## config.mk

```make
export PLATFORM = sky130hd
export DESIGN_NAME = hsync_lock_flat
export DESIGN_NICKNAME = d
export VERILOG_FILES = /design/src/rtl/hsync_lock_pkg.sv /design/src/rtl/hsync_lock_if.sv /design/src/rtl/hsync_lock_meas.sv /design/src/rtl/hsync_lock.sv /design/src/flat_wrapper.sv
export SDC_FILE = /design/constraint.sdc
export NUM_CORES = 1
export LEC_CHECK = 0
export CAP_MARGIN = 25
export CORE_AREA = 5 5 90 100
export DETAILED_ROUTE_END_ITERATION = 16
export DIE_AREA = 0 0 95 105
export SYNTH_ARGS = -nofsm -noshare
export SYNTH_HDL_FRONTEND = slang
export SYNTH_SLANG_ARGS = --single-unit
```

## constraint.sdc

```tcl
create_clock -name clk -period 3 [get_ports clk]
set_input_delay 0.3 -clock clk [delete_from_list [all_inputs] [get_ports clk]]
set_output_delay 0.3 -clock clk [all_outputs]
set_load 0.005 [all_outputs]
```

## src/rtl/hsync_lock_pkg.sv

```systemverilog
// Shared video timing and sync-lock constants; the generator uses the same line
// timing so both ends agree on where a line starts.
package hsync_lock_pkg;

  typedef logic [8:0] tick_t;

  localparam tick_t      HPERIOD      = 9'd448;
  localparam tick_t      HCOUNT_MAX   = HPERIOD - 9'd1;
  localparam tick_t      HBLNK_END    = 9'd88;
  localparam tick_t      RISE_POS     = 9'd12;
  localparam tick_t      PER_TOL      = 9'd2;
  localparam tick_t      CNT_MAX      = 9'd511;
  localparam logic [2:0] LOCK_LINES   = 3'd4;
  localparam logic [1:0] UNLOCK_LINES = 2'd2;

  localparam logic [1:0] ST_SEARCH  = 2'd0;
  localparam logic [1:0] ST_MEASURE = 2'd1;
  localparam logic [1:0] ST_TRACK   = 2'd2;

  // Distance to the nominal period is taken in 10 bits so neither side can wrap.
  function automatic logic within_tol(input tick_t cnt);
    logic [9:0] a;
    logic [9:0] p;
    logic [9:0] diff;
    a    = {1'b0, cnt};
    p    = {1'b0, HPERIOD};
    diff = (a >= p) ? (a - p) : (p - a);
    return diff <= {1'b0, PER_TOL};
  endfunction

endpackage

```

## src/rtl/hsync_lock_if.sv

```systemverilog
// Sync-path bundle between the timing source (master) and the lock receiver (slave).
// Strobes are plain level signals; cend/pre_cend are one-clk pulses, no handshake.
interface hsync_lock_if;
  import hsync_lock_pkg::*;

  logic  cend;
  logic  pre_cend;
  logic  hsync_in;
  logic  locked;
  tick_t hcount_rec;
  tick_t period;
  tick_t width;
  logic  line_start_rec;
  logic  sync_err;

  modport master (
    output cend, pre_cend, hsync_in,
    input  locked, hcount_rec, period, width, line_start_rec, sync_err
  );

  modport slave (
    input  cend, pre_cend, hsync_in,
    output locked, hcount_rec, period, width, line_start_rec, sync_err
  );

endinterface

```

## src/rtl/hsync_lock_meas.sv

```systemverilog
// hsync front end: synchronizer, cend-rate edge detect, period/width counters.
// rise_o is qualified by cend; to_o is the raw saturation flag of the period counter.
module hsync_meas
  import hsync_lock_pkg::*;
(
  input  logic  clk,
  input  logic  rst_n,
  input  logic  cend_i,
  input  logic  hsync_i,
  input  logic  capture_i,
  output logic  rise_o,
  output logic  to_o,
  output tick_t meas_cnt_o,
  output tick_t period_o,
  output tick_t width_o
);

  logic  sync1_q, sync2_q;
  logic  hs_prev_q, hs_prev_d;
  tick_t meas_cnt_q, meas_cnt_d;
  tick_t wcnt_q, wcnt_d;
  tick_t period_q, period_d;
  tick_t width_q, width_d;
  logic  rise, fall;

  always_comb begin
    rise       = cend_i & sync2_q & ~hs_prev_q;
    fall       = cend_i & ~sync2_q & hs_prev_q;
    hs_prev_d  = cend_i ? sync2_q : hs_prev_q;
    meas_cnt_d = meas_cnt_q;
    wcnt_d     = wcnt_q;
    if (cend_i) begin
      if (rise)                       meas_cnt_d = 9'd1;
      else if (meas_cnt_q != CNT_MAX) meas_cnt_d = meas_cnt_q + 9'd1;
      if (rise)                               wcnt_d = 9'd1;
      else if (sync2_q && wcnt_q != CNT_MAX)  wcnt_d = wcnt_q + 9'd1;
    end
    // The first edge after SEARCH only arms the counter; its count is meaningless.
    period_d = (rise && capture_i) ? meas_cnt_q : period_q;
    width_d  = fall ? wcnt_q : width_q;
  end

  always_ff @(posedge clk or negedge rst_n) begin
    if (!rst_n) begin
      sync1_q    <= 1'b0;
      sync2_q    <= 1'b0;
      hs_prev_q  <= 1'b0;
      meas_cnt_q <= '0;
      wcnt_q     <= '0;
      period_q   <= '0;
      width_q    <= '0;
    end else begin
      sync1_q    <= hsync_i;
      sync2_q    <= sync1_q;
      hs_prev_q  <= hs_prev_d;
      meas_cnt_q <= meas_cnt_d;
      wcnt_q     <= wcnt_d;
      period_q   <= period_d;
      width_q    <= width_d;
    end
  end

  assign rise_o     = rise;
  assign to_o       = (meas_cnt_q == CNT_MAX);
  assign meas_cnt_o = meas_cnt_q;
  assign period_o   = period_q;
  assign width_o    = width_q;

endmodule

```

## src/rtl/hsync_lock.sv

```systemverilog
// Horizontal sync receiver: qualifies lock on the incoming hsync train and
// free-runs a horizontal counter phased to it, with a recreated line_start.
module hsync_lock
  import hsync_lock_pkg::*;
(
  input  logic         clk,
  input  logic         rst_n,
  hsync_lock_if.slave  bus,
  output logic [1:0]   dbg_state_o
);

  logic       rise, to, good;
  tick_t      meas_cnt;
  logic [1:0] state_q, state_d;
  logic [2:0] good_cnt_q, good_cnt_d;
  logic [1:0] bad_cnt_q, bad_cnt_d;
  logic       locked_q, locked_d;
  logic       sync_err_q, sync_err_d;
  logic       line_start_q, line_start_d;
  tick_t      hcount_q, hcount_d;

  hsync_meas u_meas (
    .clk        (clk),
    .rst_n      (rst_n),
    .cend_i     (bus.cend),
    .hsync_i    (bus.hsync_in),
    .capture_i  (state_q != ST_SEARCH),
    .rise_o     (rise),
    .to_o       (to),
    .meas_cnt_o (meas_cnt),
    .period_o   (bus.period),
    .width_o    (bus.width)
  );

  always_comb begin
    good         = rise && within_tol(meas_cnt);
    state_d      = state_q;
    good_cnt_d   = good_cnt_q;
    bad_cnt_d    = bad_cnt_q;
    locked_d     = locked_q;
    sync_err_d   = 1'b0;
    hcount_d     = hcount_q;
    line_start_d = bus.pre_cend && locked_q && (hcount_q == HBLNK_END);
    if (bus.cend) begin
      case (state_q)
        ST_SEARCH: begin
          if (rise) begin
            state_d    = ST_MEASURE;
            good_cnt_d = '0;
          end
        end
        ST_MEASURE: begin
          if (good) begin
            if (good_cnt_q + 3'd1 == LOCK_LINES) begin
              state_d    = ST_TRACK;
              locked_d   = 1'b1;
              good_cnt_d = '0;
              bad_cnt_d  = '0;
            end else begin
              good_cnt_d = good_cnt_q + 3'd1;
            end
          end else if (rise) begin
            good_cnt_d = '0;
          end else if (to) begin
            state_d = ST_SEARCH;
          end
        end
        ST_TRACK: begin
          // A rise that coincides with timeout is judged as a rise.
          if (good) begin
            bad_cnt_d = '0;
          end else if (rise || to) begin
            sync_err_d = 1'b1;
            if (bad_cnt_q + 2'd1 == UNLOCK_LINES) begin
              state_d   = ST_SEARCH;
              locked_d  = 1'b0;
              bad_cnt_d = '0;
            end else begin
              bad_cnt_d = bad_cnt_q + 2'd1;
            end
          end
        end
        default: state_d = ST_SEARCH;
      endcase
      // Bad rises never re-phase the counter; only a good edge does.
      if (good && state_q != ST_SEARCH) hcount_d = RISE_POS;
      else if (state_q == ST_TRACK)     hcount_d = (hcount_q == HCOUNT_MAX) ? 9'd0 : hcount_q + 9'd1;
    end
  end

  always_ff @(posedge clk or negedge rst_n) begin
    if (!rst_n) begin
      state_q      <= ST_SEARCH;
      good_cnt_q   <= '0;
      bad_cnt_q    <= '0;
      locked_q     <= 1'b0;
      sync_err_q   <= 1'b0;
      line_start_q <= 1'b0;
      hcount_q     <= '0;
    end else begin
      state_q      <= state_d;
      good_cnt_q   <= good_cnt_d;
      bad_cnt_q    <= bad_cnt_d;
      locked_q     <= locked_d;
      sync_err_q   <= sync_err_d;
      line_start_q <= line_start_d;
      hcount_q     <= hcount_d;
    end
  end

  assign bus.locked         = locked_q;
  assign bus.sync_err       = sync_err_q;
  assign bus.line_start_rec = line_start_q;
  assign bus.hcount_rec     = hcount_q;
  assign dbg_state_o        = state_q;

endmodule
```

## src/flat_wrapper.sv

```systemverilog
// flat-port wrapper written by rule: the top's interface ports become plain ports
module hsync_lock_flat import hsync_lock_pkg::*;
  (clk, rst_n, dbg_state_o, bus_cend, bus_pre_cend, bus_hsync_in, bus_locked, bus_hcount_rec, bus_period, bus_width, bus_line_start_rec, bus_sync_err);
  hsync_lock_if bus_i ();
  input  logic clk;
  input  logic rst_n;
  output logic [1:0] dbg_state_o;
  input wire logic [$bits(bus_i.cend)-1:0] bus_cend;
  input wire logic [$bits(bus_i.pre_cend)-1:0] bus_pre_cend;
  input wire logic [$bits(bus_i.hsync_in)-1:0] bus_hsync_in;
  output wire logic [$bits(bus_i.locked)-1:0] bus_locked;
  output wire logic [$bits(bus_i.hcount_rec)-1:0] bus_hcount_rec;
  output wire logic [$bits(bus_i.period)-1:0] bus_period;
  output wire logic [$bits(bus_i.width)-1:0] bus_width;
  output wire logic [$bits(bus_i.line_start_rec)-1:0] bus_line_start_rec;
  output wire logic [$bits(bus_i.sync_err)-1:0] bus_sync_err;
  assign bus_i.cend = bus_cend;
  assign bus_i.pre_cend = bus_pre_cend;
  assign bus_i.hsync_in = bus_hsync_in;
  assign bus_locked = bus_i.locked;
  assign bus_hcount_rec = bus_i.hcount_rec;
  assign bus_period = bus_i.period;
  assign bus_width = bus_i.width;
  assign bus_line_start_rec = bus_i.line_start_rec;
  assign bus_sync_err = bus_i.sync_err;
  hsync_lock u_core (.clk(clk), .rst_n(rst_n), .bus(bus_i), .dbg_state_o(dbg_state_o));
endmodule
```

Word level (Yosys, flattened, before mapping)
Index checks and enable logic that the tools add are counted.
{"block": "op_classes", "addsub": 7, "order_cmp": 2, "n_eq_ne": 19, "muxes": 37, "n_bitwise": 6, "reduce_logical": 21}
{"op": "9-bit two-way mux", "count": 7}
{"op": "9-bit by 1-bit adder with 9-bit output, second input constant", "count": 3}
{"op": "2-bit two-way mux", "count": 13}
{"op": "9-bit == test, second input constant", "count": 2}
{"op": "9-bit != test, second input constant", "count": 2}
{"op": "2-bit nonzero test", "count": 6}
{"op": "10-bit by 2-bit <= comparator with 1-bit output, second input constant", "count": 1}
{"op": "10-bit two-way mux", "count": 1}
{"op": "2-bit by 1-bit != test with 1-bit output, second input constant", "count": 5}
{"op": "9-bit by 9-bit subtractor with 10-bit output, first input constant", "count": 1}
{"op": "9-bit by 9-bit subtractor with 10-bit output, second input constant", "count": 1}
{"op": "9-bit by 7-bit == test with 1-bit output, second input constant", "count": 1}
{"op": "9-bit greater-or-equal comparator, second input constant", "count": 1}
{"op": "1-bit two-way mux", "count": 9}
{"op": "3-bit two-way mux", "count": 3}
{"op": "2-bit AND reduction", "count": 4}
{"op": "8-bit AND reduction", "count": 1}
{"op": "7-bit AND reduction", "count": 1}
{"op": "1-bit logical AND", "count": 6}
{"op": "3-bit by 1-bit != test with 1-bit output, second input constant", "count": 2}
{"op": "3-bit != test, second input constant", "count": 2}
{"op": "2-bit case mux with 3 select lines", "count": 1}
{"op": "3-bit case mux with 2 select lines", "count": 1}
{"op": "5-bit AND reduction", "count": 1}
{"op": "12 further kinds", "count": 17}
{"block": "word_totals", "ff_bits": 58, "inputBits": 5}

Logic depth before layout (Yosys ltp)
Gate-level depths: netlist of run 1.
{"block": "logic_depth", "depth_word": 7, "mapped_depth": 11, "ltp_nobuf": 11}

Modules after synthesis
A second synthesis of run 1 with hierarchy kept.
{"block": "unflattened", "hier_cells": 315, "area_unflattened_um2": 3238.1}
{"module": "hsync_meas", "instances": 1, "cells_per_inst": 139, "area_each_um2": 1740.4, "seq_area_each_um2": 975.9}
{"module": "hsync_lock", "instances": 1, "cells_per_inst": 176, "area_each_um2": 1497.7, "seq_area_each_um2": 475.5}

Least setup slack after synthesis of run 1
No wires, ideal clock.
{"block": "synth_path", "path_type": "flip-flop to flip-flop", "startpoint": "register u_core.u_meas.meas_cnt_q[6], in the netlist u_core.u_meas.meas_cnt_o[6]", "endpoint": "register u_core.hcount_q[7], in the netlist u_core.bus.hcount_rec[7]", "setup_time_ns": 0.124, "arrival_ns": 2.395, "required_ns": 2.876, "setup_slack_ns": 0.481, "stages_incl_launch_ff": 11, "path_buffers": 1, "synth_period_minus_slack_ns": 2.519, "cell_sequence": "dfrtp_1 -> ha_1 -> ha_1 -> nor4bb_1 -> o21ai_0 -> nor3_1 -> a21oi_2 -> o41ai_4 -> buf_6 -> a211oi_1 -> a211o_1"}
{"block": "synth_via", "elab_chain_len": 7}
{"item": "start, declared", "line_no": "hsync_lock_meas.sv:20", "rtl": "tick_t meas_cnt_q, meas_cnt_d;"}
{"item": "start signal, assigned", "line_no": "hsync_lock_meas.sv:56", "rtl": "meas_cnt_q <= meas_cnt_d;"}
{"item": "9-bit by 9-bit subtractor with 10-bit output or 9-bit greater-or-equal comparator (tied branches)", "line_no": "hsync_lock_pkg.sv:27", "rtl": "diff = (a >= p) ? (a - p) : (p - a);"}
{"item": "10-bit two-way mux *", "line_no": "hsync_lock_pkg.sv:27"}
{"item": "10-bit by 2-bit <= comparator with 1-bit output *", "line_no": "hsync_lock_pkg.sv:28", "rtl": "return diff <= {1'b0, PER_TOL};"}
{"item": "1-bit logical AND *", "line_no": "hsync_lock.sv:36", "rtl": "good = rise && within_tol(meas_cnt);"}
{"item": "1-bit logical AND *", "line_no": "hsync_lock.sv:86", "rtl": "if (good && state_q != ST_SEARCH) hcount_d = RISE_POS;"}
{"item": "2-bit nonzero test (no source line)"}
{"item": "2-bit AND reduction (no source line)"}
{"item": "end signal, assigned", "line_no": "hsync_lock.sv:107", "rtl": "hcount_q <= hcount_d;"}
{"item": "end, declared", "line_no": "hsync_lock.sv:20", "rtl": "tick_t hcount_q, hcount_d;"}
Mark *: on every way between the ends. The rest lies on a longest branch, timed or not.
A chain may end at the register's enable or synchronous reset.

Worst setup path in the final report of run 1
{"block": "layout_path", "startpoint": "register u_core.u_meas.meas_cnt_q[7], in the netlist u_core.u_meas.meas_cnt_o[7]", "endpoint": "register u_core.hcount_q[7], in the netlist u_core.bus.hcount_rec[7]"}
The elaborated chain is that of the path after synthesis.

==> results of run 1 <==
==> sequential cells by signal, summed over array words and instances, names as in the netlist, 2 cells and up <==
signal,cells
u_core.u_meas.meas_cnt_o,9
u_core.u_meas.width_o,9
u_core.bus.hcount_rec,9
u_core.bad_cnt_q,2
u_core.u_meas.wcnt_q,9
u_core.good_cnt_q,3
u_core.u_meas.period_o,9
u_core.dbg_state_o,2
==> final cells by class <==
type | instances | area [um2]
Fill cell | 761 | 3976
Multi-Input combinational cell | 214 | 1493
Sequential cell | 58 | 1451
Timing Repair Buffer | 48 | 447.9
Clock buffer | 12 | 155.1
Tap cell | 108 | 135.1
Clock inverter | 4 | 97.59
Inverter | 19 | 71.32
==> power by group <==
group / switching (mW) / internal (mW)
clock network: 0.318 / 0.598
registers: 0.102 / 0.872
logic: 0.232 / 0.252
total: 0.653 / 1.72
==> worst max-delay path: cells and delay by family, from the launching register on <==
| kind | cells | cell delay [ns] |
|---|---|---|
| AOI/OAI and AO/OA | 5 | 0.93 |
| adders and majority gates | 2 | 0.55 |
| buffers and inverters | 1 | 0.23 |
| DFF | 1 | 0.47 |
| and+or+nand+nor | 2 | 0.46 |
==> worst paths after layout <==
path | start | endpoint | slack, ns | cells after the start
setup reg to reg | u_core.u_meas.meas_cnt_o[7]$_DFFE_PN0P_ | u_core.bus.hcount_rec[7]$_DFFE_PN0P_ | 0.25 | 10
max in group asynchronous | rst_n | u_core.bus.hcount_rec[3]$_DFFE_PN0P_ | 1.65 | 3
setup / recovery | u_core.u_meas.meas_cnt_o[7]$_DFFE_PN0P_ | u_core.bus.hcount_rec[7]$_DFFE_PN0P_ | 0.25 | 10
min in group asynchronous | rst_n | u_core.u_meas.period_o[5]$_DFFE_PN0P_ | 0.51 | 2
hold reg to reg | u_core.u_meas.sync1_q$_DFF_PN0_ | u_core.u_meas.sync2_q$_DFF_PN0_ | 0.40 | 0
hold / removal | bus_hsync_in | u_core.u_meas.sync1_q$_DFF_PN0_ | 0.40 | 1
==> per-stage QoR <==
step | util (%) | instances | area (um2) | setup slack [ns] | hold slack [ns]
final | 49.20 | 463 | 3851 | 0.2490 | 0.3956
after CTS | 49.20 | 463 | 3851 | 0.2752 | 0.3809
after global routing | 49.20 | 463 | 3851 | 0.09021 | 0.3844
after floorplan | - | 299 | 3054 | 0.4805 | 0.004409
after global placement | 45.84 | 446 | 3588 | 0.3522 | 0.3505
after detailed placement | 45.84 | 446 | 3588 | 0.2943 | 0.3564
==> cells by family after synthesis <==
| kind of cell | count (synthesis) |
|---|---|
| and+or+nand+nor | 108 |
| AOI/OAI and AO/OA | 60 |
| DFF | 58 |
| buffers and inverters | 27 |
| muxes | 19 |
| adders and majority gates | 14 |
| xor gates and xnor gates | 13 |
==> what timing repair did <==
action	CTS	global route
hold buffers	1	0
gates resized for setup	0	0
hold endpoints to repair	26	0
==> routing by layer <==
metal | up-vias | part of all wire, % | GRT usage [%]
met4 | 0 | 2.5 | 7.526
met1 | 1192 | 47 | 19.79
met2 | 49 | 47 | 23.17
met5 | - | 0 | 0
li1 | 1180 | - | -
met3 | 15 | 3.6 | 3.307
==> cell usage in the layout (no fill, tap or decap), types with 4 or more instances in the layout <==
master	netlist	final
dfrtp_1	58	58
nor4_1	4	4
or3_1	5	5
nor3_1	8	8
ha_1	14	14
clkdlybuf4s50_1	0	35
o21ai_0	14	14
xor2_1	8	8
a21oi_1	10	10
nor2_1	33	33
xnor2_1	5	5
inv_1	19	19
clkbuf_8	0	11
mux2_2	18	18
nand3_1	13	13
nand2_1	24	24
buf_4	0	11
==> out/qor.yml, run 1 <==
outcome: "completed"
start_util_pct: 39.02
cp-end-kind: "flip-flop"
postCtsSetupBuffers: 0
grt.overflow.total: 0
chipHeight_um: 105
yosys_most_used_dff: "dfrtp_1"
dr.first_iter.drc_count: 66
rsz0062_at_grt: "false"
finalHoldViolations: 0
arrival_ns: 2.98
min_period_ns: 2.751
powerDensity_nw_per_um2: 616.5
clkTransAtPathRegs_ns: 0.07
synth_seq_area_share_pct: 47.52
fmaxAchievable_mhz: 363.5
crit_top_cell: "ha_1"
synthAdderAreaFrac_pct: 5.735
synth.top_cell.area_share_pct: 47.52
vias: 2436
synth_area_um2: 3054
max_stage_delay_ns: 0.47
synth.avg_cell_area_um2: 10.21
num-nets-final: 369
yosys-top-cells-area: "dfrtp_1 (48%), mux2_2 (6.6%), ha_1 (5.7%), nor2_1 (4.1%), nand2_1 (2.9%)"
drive_gt1_share_pct: 15.21
fin_tns_setup_ns: 0
drc: 0
rows: 34
synth_commonest_cells: "dfrtp_1 (58), nor2_1 (33), nand2_1 (24), inv_1 (19), mux2_2 (18)"
ys_seq_elements: 58
synth_cell_types: 54
area_growth_pct: 26.10
worstPathCellList: "ha_1 > ha_1 > nor4bb_1 > o21ai_0 > nor3_1 > a21oi_2 > o41ai_4 > buf_4 > a211oi_1 > a211o_1"
gp_congestion: 0.8773
clockBufferDepth: 2
relSlewSlack_pct: 58.81
cp_slowest_cell: "dfrtp_1"
vias_per_cell: 5.261
synth.most_common_cell: "dfrtp_1"
ant_nets: 0
cellLeakagePower_nw: 1.707
yosys_warnings: 0
core_um2: 7828
synth-compound-area-share_pct: 14.71
grt_pass1_wl_um: 11920
dr.pass1.iters: 4
port_buffers: 36
root_buffer: "clkbuf_8"
clock_skew_ns: 0.008686
diodes: 0
synth.largest_area_cell: "dfrtp_1"
yosys.area_share.simple_pct: 17.74
async_reset_ff_share_pct: 100.0
path_class: "flip-flop to flip-flop"
required_ns: 3.23
synth_top_family_by_area: "simple AND/OR/NAND/NOR gates"
worstSkewPairLatency_ns: 0.34
track_usage_pct: 15.05
tightestPinTransition_ns: 0.6178
cp-start-kind: "flip-flop"
synth_edf_count: 0
power_mw: 2.374
wire_per_inst_um: 14.48
synth-xor-area-share_pct: 3.728
min_period_over_period_pct: 91.70
cts.sink_count: 58
die_area_um2: 9975
routed_wl_um: 6706
netlist_instances: 299
fp.dieW_um: 95
dp_hpwl_um: 4868
hold_path_class: "input pin to flip-flop"
maxCapViolCount: 0
grt_max_degree: 33
worst-path-max-fanout: 11
antenna_found_initial: 0
synth.mux.area_fraction_pct: 6.964
grt_pass1_vias: 2539
cts_buffers: 9
cts_tree: "yes"
ios: 37
finalSetupViolCount: 0
slew_viol_final: 0
syn_nets: 318
cts.htree.levels: 3
max-vdd-ir-drop_v: 0.0003177
Power figures use the tool's default switching activity.
==> run 2: changes to the inputs <==
--- a/config.mk
+++ b/config.mk
@@ -9,6 +9,7 @@
 export CORE_AREA = 5 5 90 100
 export DETAILED_ROUTE_END_ITERATION = 16
 export DIE_AREA = 0 0 95 105
+export DONT_BUFFER_PORTS = 1
 export SYNTH_ARGS = -nofsm -noshare
 export SYNTH_HDL_FRONTEND = slang
 export SYNTH_SLANG_ARGS = --single-unit
==> out/qor.yml, run 2 (same netlist as run 1, synthesis figures left out) <==
dp_hpwl_um: 4624
power_mw: 2.006
layout_setup_ws_ns: 0.3567
clock_skew_ns: 0.009393
dr.first_iter.drc_count: 105
min_period_over_period_pct: 88.11
area_growth_pct: 13.15
worst-path-max-fanout: 11
cp-end-kind: "flip-flop"
fmaxAchievable_mhz: 378.3
relSlewSlack_pct: 65.37
rsz0062_at_grt: "false"
drive_gt1_share_pct: 16.25
final_common_cell: "dfrtp_1"
max-vdd-ir-drop_v: 0.0002553
grt_max_degree: 59
outcome: "completed"
track_usage_pct: 14.58
slew_viol_final: 0
wl_met2_um: 3116
drc: 0
num-nets-final: 334
cts_buffers: 9
cts_tree: "yes"
diodes: 0
routed_wl_um: 6626
finalSetupViolCount: 0
maxCapViolCount: 0
start_util_pct: 39.02
antenna_found_initial: 0
dr.pass1.iters: 4
grt_pass1_vias: 2352
path_class: "flip-flop to flip-flop"
required_ns: 3.23
dr.max_layer_used: "met4"
vias: 2356
arrival_ns: 2.87
chipHeight_um: 105
fin_tns_setup_ns: 0
clockBufferDepth: 2
port_buffers: 0
die_area_um2: 9975
min_period_ns: 2.643
layout_common_cells: "dfrtp_1 (58), nor2_1 (33), nand2_1 (24)"
tightestPinTransition_ns: 0.5158
wl_met1_um: 2908
dp_slack_ns: 0.3739
fp.dieW_um: 95
post-route-util_pct: 44.15
grt.overflow.total: 0
cts.sink_count: 58
vias_per_cell: 5.505
root_buffer: "clkbuf_8"
hold_path_class: "input pin to flip-flop"
wire_per_inst_um: 15.48
clkTransAtPathRegs_ns: 0.07
ant_nets: 0
powerDensity_nw_per_um2: 580.5
grt_pass1_wl_um: 11400
finalHoldViolations: 0
gp_congestion: 0.8925
rows: 34
cts.htree.levels: 3
core_um2: 7828
worstSkewPairLatency_ns: 0.34
worst_hold_slack_ns: 0.05896
cp-start-kind: "flip-flop"
ios: 37
dr_wl_met3_um: 446
cellLeakagePower_nw: 1.562
run 2: metrics by stage:
| step | cells | instance area [um2] |
|---|---|---|
| 2_1_floorplan | 299 | 3054 |
| 3_3_place_gp | 409 | 3226 |
| 3_5_place_dp | 409 | 3226 |
| 4_1_cts | 428 | 3456 |
| 5_1_grt | 428 | 3456 |
| 6_report | 428 | 3456 |
run 2: what timing repair did:
| item | in CTS | in global routing |
|---|---|---|
| resized for setup | 0 | 0 |
| hold buffers | 3 | 0 |
| buffers inserted | 0 | 0 |
| endpoints found under the hold margin | 59 | 0 |
run 2: path summary, 6_finish.rpt:
kind | startpoint | end | slack, ns | cells after the start
max reg2reg | u_core.u_meas.meas_cnt_o[6]$_DFFE_PN0P_ | u_core.bus.hcount_rec[8]$_DFFE_PN0P_ | 0.36 | 10
max in group asynchronous | rst_n | u_core.bus.hcount_rec[1]$_DFFE_PN0P_ | 2.22 | 2
min in group asynchronous | rst_n | u_core.bus.hcount_rec[8]$_DFFE_PN0P_ | 0.53 | 2
max | u_core.u_meas.meas_cnt_o[6]$_DFFE_PN0P_ | u_core.bus.hcount_rec[8]$_DFFE_PN0P_ | 0.36 | 10
min reg2reg | u_core.u_meas.sync1_q$_DFF_PN0_ | u_core.u_meas.sync2_q$_DFF_PN0_ | 0.38 | 0
min | bus_cend | u_core.bus.hcount_rec[5]$_DFFE_PN0P_ | 0.06 | 1
run 2: cell type report:
cell class                 count  area [um2]
multi-input combinational    214        1493
tap                          108       135.1
sequential                    58        1451
clock inverter                 2       10.01
fill                         782        4372
timing repair buffer          13       122.6
clock buffer                  14       172.7
inverter                      19       71.32
run 2: metal layers:
layer / global-route usage (%) / vias to the layer above
li1: - / 1111
met1: 17.93 / 1159
met2: 22.67 / 73
met3: 4.817 / 13
met4: 7.320 / 0
met5: 0 / -
run 2: critical path, stage by stage (launching register included):
cell and delay [ns]:
dfrtp_1 0.38, ha_1 0.25, ha_1 0.28, nor4bb_1 0.28, o21ai_0 0.13, nor3_1 0.21
a21oi_2 0.14, o41ai_4 0.30, buf_4 0.22, nand2b_1 0.08, a221o_1 0.28
run 2: power by group:
part / total (mW) / internal (mW) / switching, mW
clock network: 0.660 / 0.365 / 0.295
registers: 1.00 / 0.873 / 0.127
logic: 0.346 / 0.154 / 0.192
==> run 3: changes to the inputs <==
--- a/config.mk
+++ b/config.mk
@@ -5,11 +5,12 @@
 export SDC_FILE = /design/constraint.sdc
 export NUM_CORES = 1
 export LEC_CHECK = 0
-export CAP_MARGIN = 25
 export CORE_AREA = 5 5 90 100
 export DETAILED_ROUTE_END_ITERATION = 16
 export DIE_AREA = 0 0 95 105
 export DONT_BUFFER_PORTS = 1
+export HOLD_SLACK_MARGIN = 0.12
+export SLEW_MARGIN = 20
 export SYNTH_ARGS = -nofsm -noshare
 export SYNTH_HDL_FRONTEND = slang
 export SYNTH_SLANG_ARGS = --single-unit
==> out/qor.yml, run 3 (same netlist as run 1, synthesis figures left out) <==
outcome: "completed"
grt.overflow.total: 0
r2r_end: "u_core.bus.hcount_rec[8]$_DFFE_PN0P_"
cts_tree: "yes"
ant_nets: 0
p_sw_share_pct: 30.46
cts_buffers: 9
internal-power_mw: 1.393
antenna_found_initial: 0
vias_per_cell: 5.456
worst-path-max-fanout: 11
min_period_ns: 2.638
max-vdd-ir-drop_v: 0.0002548
diodes: 0
clkPwrFrac_pct: 32.7
cts.sink_count: 58
required_ns: 3.23
clock_skew_ns: 0.008846
met3_usage_pct: 4.673
grt_pass1_wl_um: 11520
final_area_um2: 3476
dr.first_iter.drc_count: 107
layout_setup_ws_ns: 0.3618
cts.htree.levels: 3
instances_no_fill: 430
chipHeight_um: 105
r2r-start: "u_core.u_meas.meas_cnt_o[6]$_DFFE_PN0P_"
port_buffers: 0
grtUsageMet2_pct: 22.92
core_um2: 7828
finalSetupViolCount: 0
gp_congestion: 0.8925
worst_hold_slack_ns: 0.1439
dp_hpwl_um: 4624
min_period_over_period_pct: 87.94
vias: 2346
cp-end-kind: "flip-flop"
place_inst: 409
wire_per_inst_um: 15.56
grt_max_degree: 59
track_usage_pct: 14.76
postPlaceCellArea_um2: 3226
power_frac_comb_pct: 17.4
num-nets-final: 336
dr.pass1.iters: 4
routed_wl_um: 6690
arrival_ns: 2.87
grt_pass1_vias: 2374
dp_slack_ns: 0.3739
p_switching_mw: 0.6103
start_util_pct: 39.02
fin_tns_setup_ns: 0
worstSkewPairLatency_ns: 0.34
rows: 34
clockBufferDepth: 2
fillers: 783
seqPwrFrac_pct: 49.9
finalHoldViolations: 0
hold_path_class: "input pin to flip-flop"
relSlewSlack_pct: 65.28
power_mw: 2.004
maxCapViolCount: 0
ios: 37
final_common_cell: "dfrtp_1"
postCtsSetupBuffers: 0
path_class: "flip-flop to flip-flop"
drive_gt1_share_pct: 16.15
drc: 0
post-route-util_pct: 44.41
cp-start-kind: "flip-flop"
rrSetupSlack_ns: 0.36
fmaxAchievable_mhz: 379.1
grtUsageMet1_pct: 18.34
die_area_um2: 9975
slew_viol_final: 0
hp-start: "bus_cend"
area_growth_pct: 13.81
fp.dieW_um: 95
root_buffer: "clkbuf_8"
rsz0062_at_grt: "false"
r2r_cells: 10
layout_common_cells: "dfrtp_1 (58), nor2_1 (33), nand2_1 (24)"
holdPathStages: 2
holdPathEnd: "u_core.bad_cnt_q[0]$_DFFE_PN0P_"
clkTransAtPathRegs_ns: 0.07
cellLeakagePower_nw: 1.570
tightestPinTransition_ns: 0.5171
powerDensity_nw_per_um2: 576.5
gr-max-usage-layer: "met2"
==> run 3: cell count changes in the layout (fill, tap and decap cells not counted), sizes merged <==
| cell | delta |
|---|---|
| dlygate4sd3 | +2 |
==> run 3: layer usage <==
layer	share of wire (%)	vias up	wire [um]
li1	-	1114	-
met1	43	1145	2909
met2	47	74	3140
met3	7.2	13	484
met4	2.3	0	155
met5	0	-	0
==> run 3: worst max-delay path, cell delays in order, from the launching register on <==
cell	delay, ns
dfrtp_1	0.38
ha_1	0.25
ha_1	0.28
nor4bb_1	0.27
o21ai_0	0.13
nor3_1	0.21
a21oi_2	0.14
o41ai_4	0.30
buf_4	0.22
nand2b_1	0.07
a221o_1	0.28
==> run 3: layout make-up <==
class / instances / area [um2] / share of cell area [%]
Tap cell: 108 / 135.1 / 3.888
Clock buffer: 14 / 172.7 / 4.968
Timing Repair Buffer: 15 / 142.6 / 4.104
Multi-Input combinational cell: 214 / 1493 / 42.94
Clock inverter: 2 / 10.01 / 0.2880
Sequential cell: 58 / 1451 / 41.76
Inverter: 19 / 71.32 / 2.052
==> run 3: worst max-delay path by stage <==
stage / from / to / slack (ns) / cells past startpoint
6_report: u_core.u_meas.meas_cnt_o[6]$_DFFE_PN0P_ / u_core.bus.hcount_rec[8]$_DFFE_PN0P_ / 0.36 / 10
4_1_cts: u_core.u_meas.meas_cnt_o[6]$_DFFE_PN0P_ / u_core.bus.hcount_rec[7]$_DFFE_PN0P_ / 0.37 / 10
2_1_floorplan: u_core.u_meas.meas_cnt_o[6]$_DFFE_PN0P_ / u_core.bus.hcount_rec[7]$_DFFE_PN0P_ / 0.48 / 10
3_3_place_gp: u_core.u_meas.meas_cnt_o[6]$_DFFE_PN0P_ / u_core.bus.hcount_rec[7]$_DFFE_PN0P_ / 0.47 / 10
3_5_place_dp: u_core.u_meas.meas_cnt_o[6]$_DFFE_PN0P_ / u_core.bus.hcount_rec[7]$_DFFE_PN0P_ / 0.37 / 10
5_1_grt: u_core.u_meas.meas_cnt_o[6]$_DFFE_PN0P_ / u_core.bus.hcount_rec[8]$_DFFE_PN0P_ / 0.13 / 10
==> run 3: power groups by stage <==
stage | Combinational [mW] | Sequential [mW] | Clock (mW)
5_1_grt | 0.402 | 1.02 | 0.717
3_3_place_gp | 0.318 | 1.01 | 0
4_1_cts | 0.354 | 1.00 | 0.688
3_5_place_dp | 0.326 | 1.02 | 0
2_1_floorplan | 0.288 | 0.956 | 0
6_report | 0.348 | 0.999 | 0.656
==> run 3: timing repair <==
action	CTS	global route
resized for setup	0	0
hold buffers	5	0
hold endpoints to repair	63	0
endpoints found under the setup margin	0	0
